File: config.mk
export PLATFORM = sky130hd
export DESIGN_NAME = vc_flit_tx_flat
export DESIGN_NICKNAME = d
export VERILOG_FILES = /design/src/rtl/vc_flit_tx_if.sv /design/src/rtl/vc_flit_tx.sv /design/src/flat_wrapper.sv
export SDC_FILE = /design/constraint.sdc
export NUM_CORES = 1
export LEC_CHECK = 0
export CAP_MARGIN = 20
export CORE_ASPECT_RATIO = 1.75
export CORE_MARGIN = 10
export CORE_UTILIZATION = 45
export DETAILED_ROUTE_END_ITERATION = 6
export PLACE_DENSITY = 0.9
export SLEW_MARGIN = 40
export SYNTH_ARGS = -nofsm -noshare
export SYNTH_HDL_FRONTEND = slang
export SYNTH_SLANG_ARGS = --single-unit
File: constraint.sdc
create_clock -name clk -period 4.77 [get_ports clk]
set_input_delay 0.7155 -clock clk [delete_from_list [all_inputs] [get_ports clk]]
set_output_delay 0.7155 -clock clk [all_outputs]
set_load 0.005 [all_outputs]
File: src/rtl/vc_flit_tx_if.sv
// vc_flit_tx_if: request, payload and flit-link signals of the VC packetizer.
// The slave modport is the packetizer side, and the master modport is the traffic source and link sink.
interface vc_flit_tx_if #(
    parameter int VC_W  = 2,
    parameter int LEN_W = 8
);
    logic             req_valid;
    logic             req_ready;
    logic [VC_W-1:0]  req_vc;
    logic [3:0]       req_dx;
    logic [3:0]       req_dy;
    logic [LEN_W-1:0] req_len;
    logic [13:0]      req_tag;
    logic             wd_valid;
    logic             wd_ready;
    logic [31:0]      wd_data;
    logic [33:0]      fdata;
    logic             valid;
    logic             ready;
    logic [VC_W-1:0]  vc_id;
    logic             err;
    logic             busy;

    modport master (
        output req_valid, req_vc, req_dx, req_dy, req_len, req_tag, wd_valid, wd_data, ready,
        input  req_ready, wd_ready, fdata, valid, vc_id, err, busy
    );

    modport slave (
        input  req_valid, req_vc, req_dx, req_dy, req_len, req_tag, wd_valid, wd_data, ready,
        output req_ready, wd_ready, fdata, valid, vc_id, err, busy
    );
endinterface

File: src/rtl/vc_flit_tx.sv
// vc_flit_tx: turns a packet request plus payload words into head/body/tail flits
// on a registered valid/ready link. A request with a zero destination is dropped and flagged on err.
module vc_flit_tx #(
    parameter int LEN_W = 8
) (
    input logic         clk,
    input logic         arst,
    vc_flit_tx_if.slave bus
);
    typedef enum logic {IDLE, DATA} state_t;

    state_t           state;
    logic [LEN_W-1:0] rem;
    logic             adv;
    logic             req_acc;
    logic             wd_acc;
    logic             last;

    // The output register may reload whenever it is empty or being drained this cycle
    assign adv           = !bus.valid | bus.ready;
    assign bus.req_ready = (state == IDLE) & adv;
    assign bus.wd_ready  = (state == DATA) & adv;
    assign bus.busy      = (state != IDLE) | bus.valid;
    assign req_acc       = bus.req_valid & bus.req_ready;
    assign wd_acc        = bus.wd_valid & bus.wd_ready;
    assign last          = rem == LEN_W'(1);

    always_ff @(posedge clk or negedge arst) begin
        if (!arst) begin
            state     <= IDLE;
            rem       <= '0;
            bus.valid <= 1'b0;
            bus.fdata <= '0;
            bus.vc_id <= '0;
            bus.err   <= 1'b0;
        end else begin
            bus.err <= 1'b0;
            if (adv)
                bus.valid <= 1'b0;
            if (req_acc) begin
                rem <= bus.req_len;
                if (|{bus.req_dx, bus.req_dy}) begin
                    bus.valid <= 1'b1;
                    bus.vc_id <= bus.req_vc;
                    bus.fdata <= {(bus.req_len == '0) ? 2'b10 : 2'b00, 2'b00, bus.req_dx, bus.req_dy,
                                  8'(bus.req_len), bus.req_tag};
                    state     <= (bus.req_len != '0) ? DATA : IDLE;
                end else begin
                    bus.err <= 1'b1;
                end
            end
            if (wd_acc) begin
                bus.valid <= 1'b1;
                bus.fdata <= {last ? 2'b11 : 2'b01, bus.wd_data};
                rem       <= rem - LEN_W'(1);
                state     <= last ? IDLE : DATA;
            end
        end
    end
endmodule

File: src/flat_wrapper.sv
// flat-port wrapper written by rule: the top's interface ports become plain ports
module vc_flit_tx_flat 
#(
    parameter int LEN_W = 8
)
  (clk, arst, bus_req_valid, bus_req_vc, bus_req_dx, bus_req_dy, bus_req_len, bus_req_tag, bus_wd_valid, bus_wd_data, bus_ready, bus_req_ready, bus_wd_ready, bus_fdata, bus_valid, bus_vc_id, bus_err, bus_busy);
  vc_flit_tx_if #(.LEN_W(LEN_W)) bus_i ();
  input logic clk;
  input logic arst;
  input wire logic [$bits(bus_i.req_valid)-1:0] bus_req_valid;
  input wire logic [$bits(bus_i.req_vc)-1:0] bus_req_vc;
  input wire logic [$bits(bus_i.req_dx)-1:0] bus_req_dx;
  input wire logic [$bits(bus_i.req_dy)-1:0] bus_req_dy;
  input wire logic [$bits(bus_i.req_len)-1:0] bus_req_len;
  input wire logic [$bits(bus_i.req_tag)-1:0] bus_req_tag;
  input wire logic [$bits(bus_i.wd_valid)-1:0] bus_wd_valid;
  input wire logic [$bits(bus_i.wd_data)-1:0] bus_wd_data;
  input wire logic [$bits(bus_i.ready)-1:0] bus_ready;
  output wire logic [$bits(bus_i.req_ready)-1:0] bus_req_ready;
  output wire logic [$bits(bus_i.wd_ready)-1:0] bus_wd_ready;
  output wire logic [$bits(bus_i.fdata)-1:0] bus_fdata;
  output wire logic [$bits(bus_i.valid)-1:0] bus_valid;
  output wire logic [$bits(bus_i.vc_id)-1:0] bus_vc_id;
  output wire logic [$bits(bus_i.err)-1:0] bus_err;
  output wire logic [$bits(bus_i.busy)-1:0] bus_busy;
  assign bus_i.req_valid = bus_req_valid;
  assign bus_i.req_vc = bus_req_vc;
  assign bus_i.req_dx = bus_req_dx;
  assign bus_i.req_dy = bus_req_dy;
  assign bus_i.req_len = bus_req_len;
  assign bus_i.req_tag = bus_req_tag;
  assign bus_i.wd_valid = bus_wd_valid;
  assign bus_i.wd_data = bus_wd_data;
  assign bus_i.ready = bus_ready;
  assign bus_req_ready = bus_i.req_ready;
  assign bus_wd_ready = bus_i.wd_ready;
  assign bus_fdata = bus_i.fdata;
  assign bus_valid = bus_i.valid;
  assign bus_vc_id = bus_i.vc_id;
  assign bus_err = bus_i.err;
  assign bus_busy = bus_i.busy;
  vc_flit_tx #(.LEN_W(LEN_W)) u_core (.clk(clk), .arst(arst), .bus(bus_i));
endmodule
==> results by stage <==
Setup path:
- The data arrival time of the critical path is 2.07 ns.
- The register-to-register path setup slack is 2.52 ns.
- The endpoint identified for the worst register-to-register timing path is u_core.bus.fdata[19].
- The signal on the critical path passes through clkdlybuf4s50_1 -> and2b_2 -> nor2_1 -> clkdlybuf4s50_1.
- The family with the most delay on the worst path is buffers and inverters.
- The cell depth of the worst setup path is 4.
- The startpoint identified for the worst register-to-register timing path is u_core.bus.valid.
- STA classifies the critical path startpoint as an input pin.
- At the worst endpoint, the required time is 4.05 ns.
- The number of buffers and inverters on the critical path is 2.
- The worst setup path category is in2out.
- The largest single stage delay on the critical path is 0.51 ns.
- Counting cells, the worst reg-to-reg path comes to 5.
- STA classifies the critical path endpoint as an output pin.
- The cell with the largest stage delay on the worst path is sky130_fd_sc_hd__clkdlybuf4s50_1.
- The most common cell type on the critical path is sky130_fd_sc_hd__clkdlybuf4s50_1.
- The highest fanout seen on the critical path is 5.

Route:
- The number of DRC markers in iteration 0 is 216.
- In this run the remaining antenna-violating nets after routing total 0.
- Dividing the detail-routed via count by the number of cells gives 5.653.
- The remaining routing DRC violations is 0.
- Detailed routing placed a total of 448 um of wire on met3.
- Summing over every cut layer, the via total after detailed routing is 2103.
- The first-pass detailed-route iteration total is 4.
- Dividing the detail-routed wire length by the instance count gives 19.98 um.
- In the detailed route, the total length drawn on met2 is 4356 um.
- The top routing layer in use is met4.
- The wire length after detailed routing is 7432 um.
- After detailed routing, the wire length on met1 is 2370 um.

CTS:
- Post-CTS repair changed the size of 0 cells.
- The source-to-sink clock delay at the later pin of the worst-skew pair is 0.29 ns.
- Buffers added to address setup during post-CTS repair amount to 0.
- The clock tree buffer depth is 2.
- The clock tree synthesis step divided the H-tree into 2 levels.
- The buffer type at the clock tree root is sky130_fd_sc_hd__clkbuf_8.
- The clock transition at the registers of the reported paths is 0.09 ns.
- The number of clock buffers inserted by TritonCTS is 5.
- The number of clock sinks seen by CTS is 47.
- The count of hold-fix buffers inserted at cts is 0.
- TritonCTS built the clock tree.

Floorplanning:
- For this design the top-level I/O count stands at 110.
- From left edge to right edge, the die measures 75.25 um.
- The initial core utilization is 46.12%.
- The number of standard-cell rows in the floorplan is 35.
- The floorplan step defined a die boundary enclosing 0.008780 mm^2.
- The die is 116.7 um tall.
- The core region area is 0.005211 mm^2.

STA:
- After layout, the worst path uses 58.31% of the clock period.
- The upper clock frequency limit is 359.6 MHz.
- The final number of max-transition violations is 0.
- The setup violation total in the final timing report is 0.
- The final critical delay including setup and external delays is 2.781 ns.
- The setup clock skew after layout is 0.006456 ns.
- For the pin with the worst max-slew slack, the measured transition is 0.7009 ns.
- Setup repair after global routing left no endpoint under its margin.
- The hold violation total from the final report is 0.
- Measured against its own limit, the worst slew margin works out to 53.14%.
- In the final timing run, aggregate negative setup slack is 0 ns.

Power:
- The worst-case IR drop observed on VDD is 254.2 uV.
- The switching share of power is 30.02%.
- Of the total power, combinational logic draws 40.8%.
- The portion of total power attributed to sequential cells is 41.6%.
- Cell internal power was estimated by the tool at 1.038 mW.
- Power spread over the standard cell area amounts to 409.8 mW/mm^2.
- In this run the static leakage power is 1.435 nW.
- The clock network burns 17.6% of the power.
- The net switching component of the power is 445.2 uW.

Yosys:
- The top cell type's share of synthesized area is 48.93%.
- For this run, the number of Yosys warnings is 0.
- Ranked by instance count, the synthesized netlist is headed by sky130_fd_sc_hd__dfrtp_1, sky130_fd_sc_hd__mux2_2, sky130_fd_sc_hd__a21oi_1.
- Counting distinct cell types in the post-synthesis netlist gives 42.
- The most common cell in the synthesized netlist is sky130_fd_sc_hd__dfrtp_1.
- Of all cell types, the one taking the most synthesized area is sky130_fd_sc_hd__dfrtp_1.
- The share of the yosys chip area belonging to registers is 48.93%.
- The post-synth net total is 279.
- Averaged over all synthesized cells, the footprint is 11.56 um^2.
- In this run, synthesis inferred 0 flip-flops with an integrated enable.
- After technology mapping, the gate count stands at 208.
- The synthesized design contains 47 register bits.
- For this run, asynchronously set or reset flops after synthesis account for 100.0%.
- The combined area of all synthesized cells is 0.002404 mm^2.
- By area the synthesized netlist is led by sky130_fd_sc_hd__dfrtp_1, sky130_fd_sc_hd__mux2_2, sky130_fd_sc_hd__mux2_1.
- The most instantiated flip-flop cell in the synthesis netlist is sky130_fd_sc_hd__dfrtp_1.

Global routing:
- The total overflow left after global routing is 0.
- The pin count of the biggest net entering global routing is 48.
- The number of antenna violations at the first check in global routing is 0.
- The first global-routing pass estimated 11740 um of wire.
- Global routing used 17.46% of the available tracks across all layers.
- The number of global-route vias before repair was 2286.

Outcome:
- The flow ran to the end, and the final reports show no timing, DRC or antenna violations.

Final layout:
- The synthesis-to-layout area growth is 50.60%.
- The net count of the finished layout is 387.
- The repair_antennas step left the layout with diodes totalling 0.
- The finished layout holds 372 standard cells, fillers aside.
- Cells with a size suffix above 1 make up 15.46% of the layout.

Hold path:
- In this run the worst hold path is classified as in2async.

Placement:
- Detailed placement finished with a half-perimeter wire length of 5853 um.
- The congestion estimate from routability-driven global placement came to 0.8298.
- The count of buffers added on input and output ports is 109.
- Once placement completed, the tool counted placed cells totaling 363.

Job:
- Max-cap violations in this run came to 0.
## flip-flops by register name, indices dropped and copies added (netlist names)
signal	flops
u_core.bus.valid	1
u_core.state	1
u_core.bus.vc_id	2
u_core.rem	8
u_core.bus.fdata	34
u_core.bus.err	1
## cell families after synthesis
family / Yosys count / synth area share [%]
mux: 44 / 20.61
flops: 47 / 48.93
fa+ha+maj: 2 / 1.041
buf+inv: 15 / 3.435
compound gates: 53 / 14.06
simple gates: 47 / 11.92
## power by group through the flow
| stage | registers, mW | clock network (mW) | logic [mW] |
|---|---|---|---|
| 5_1_grt | 0.634 | 0.284 | 0.658 |
| 4_1_cts | 0.615 | 0.269 | 0.613 |
| 3_3_place_gp | 0.614 | 0 | 0.589 |
| 6_report | 0.617 | 0.261 | 0.605 |
| 2_1_floorplan | 0.618 | 0 | 0.247 |
| 3_5_place_dp | 0.622 | 0 | 0.610 |
## worst max path at each step
stage | from | end
after floorplan | bus_ready | u_core.bus.fdata[1]
after global placement | bus_ready | u_core.bus.fdata[7]
after detailed placement | bus_ready | u_core.bus.fdata[19]
after CTS | bus_ready | bus_req_ready
after global routing | bus_ready | u_core.bus.fdata[19]
final | bus_ready | bus_req_ready
## metal layers
layer	track usage, %	vias to the layer above
li1	-	974
met1	16.28	1033
met2	33.10	72
met3	4.592	24
met4	8.593	0
met5	0	-
## cell type report
type,count,area (um^2)
clock buffer,8,100.1
fill,409,1592
inverter,5,18.77
multi-input combinational,146,1145
sequential,47,1176
tap,55,68.82
timing repair buffer,111,1111
## stage by stage
stage / setup WS, ns / util, % / cell area (um^2) / hold slack (ns) / power, mW
6_report: 1.989 / 69.46 / 3620 / 0.4157 / 1.483
5_1_grt: 1.959 / 69.46 / 3620 / 0.4646 / 1.576
4_1_cts: 1.985 / 69.17 / 3605 / 0.4463 / 1.497
3_5_place_dp: 1.728 / 67.25 / 3505 / 0.4808 / 1.232
3_3_place_gp: 1.771 / 67.20 / 3502 / 0.4721 / 1.203
2_1_floorplan: 2.739 / - / 2404 / 0.4199 / 0.8654
## cells in the final DEF, fill, tap and decap left out, types with 2 or more instances in the layout
| cell | netlist | layout |
|---|---|---|
| sky130_fd_sc_hd__clkdlybuf4s50_1 | 0 | 108 |
| sky130_fd_sc_hd__dfrtp_1 | 47 | 47 |
| sky130_fd_sc_hd__mux2_2 | 26 | 26 |
| sky130_fd_sc_hd__a21oi_1 | 22 | 22 |
| sky130_fd_sc_hd__mux2_1 | 18 | 18 |
| sky130_fd_sc_hd__nor2_1 | 17 | 17 |
| sky130_fd_sc_hd__o21ai_0 | 13 | 13 |
| sky130_fd_sc_hd__clkbuf_8 | 0 | 7 |
| sky130_fd_sc_hd__inv_1 | 5 | 5 |
| sky130_fd_sc_hd__nand3_1 | 4 | 4 |
| sky130_fd_sc_hd__nor4_1 | 4 | 4 |
| sky130_fd_sc_hd__nand2_1 | 3 | 3 |
| sky130_fd_sc_hd__o221a_2 | 3 | 3 |
| sky130_fd_sc_hd__a211oi_1 | 3 | 3 |
| sky130_fd_sc_hd__nand2b_1 | 2 | 2 |
| sky130_fd_sc_hd__and2_1 | 2 | 2 |
| sky130_fd_sc_hd__or2_2 | 2 | 2 |
| sky130_fd_sc_hd__nor2_4 | 2 | 2 |
| sky130_fd_sc_hd__nor4_4 | 2 | 2 |
| sky130_fd_sc_hd__nor2b_1 | 2 | 2 |
| sky130_fd_sc_hd__o21a_1 | 2 | 2 |
| sky130_fd_sc_hd__a22o_1 | 2 | 2 |
| sky130_fd_sc_hd__ha_1 | 2 | 2 |
| sky130_fd_sc_hd__buf_4 | 2 | 2 |
Note: power is estimated with default switching activity, not from simulation.
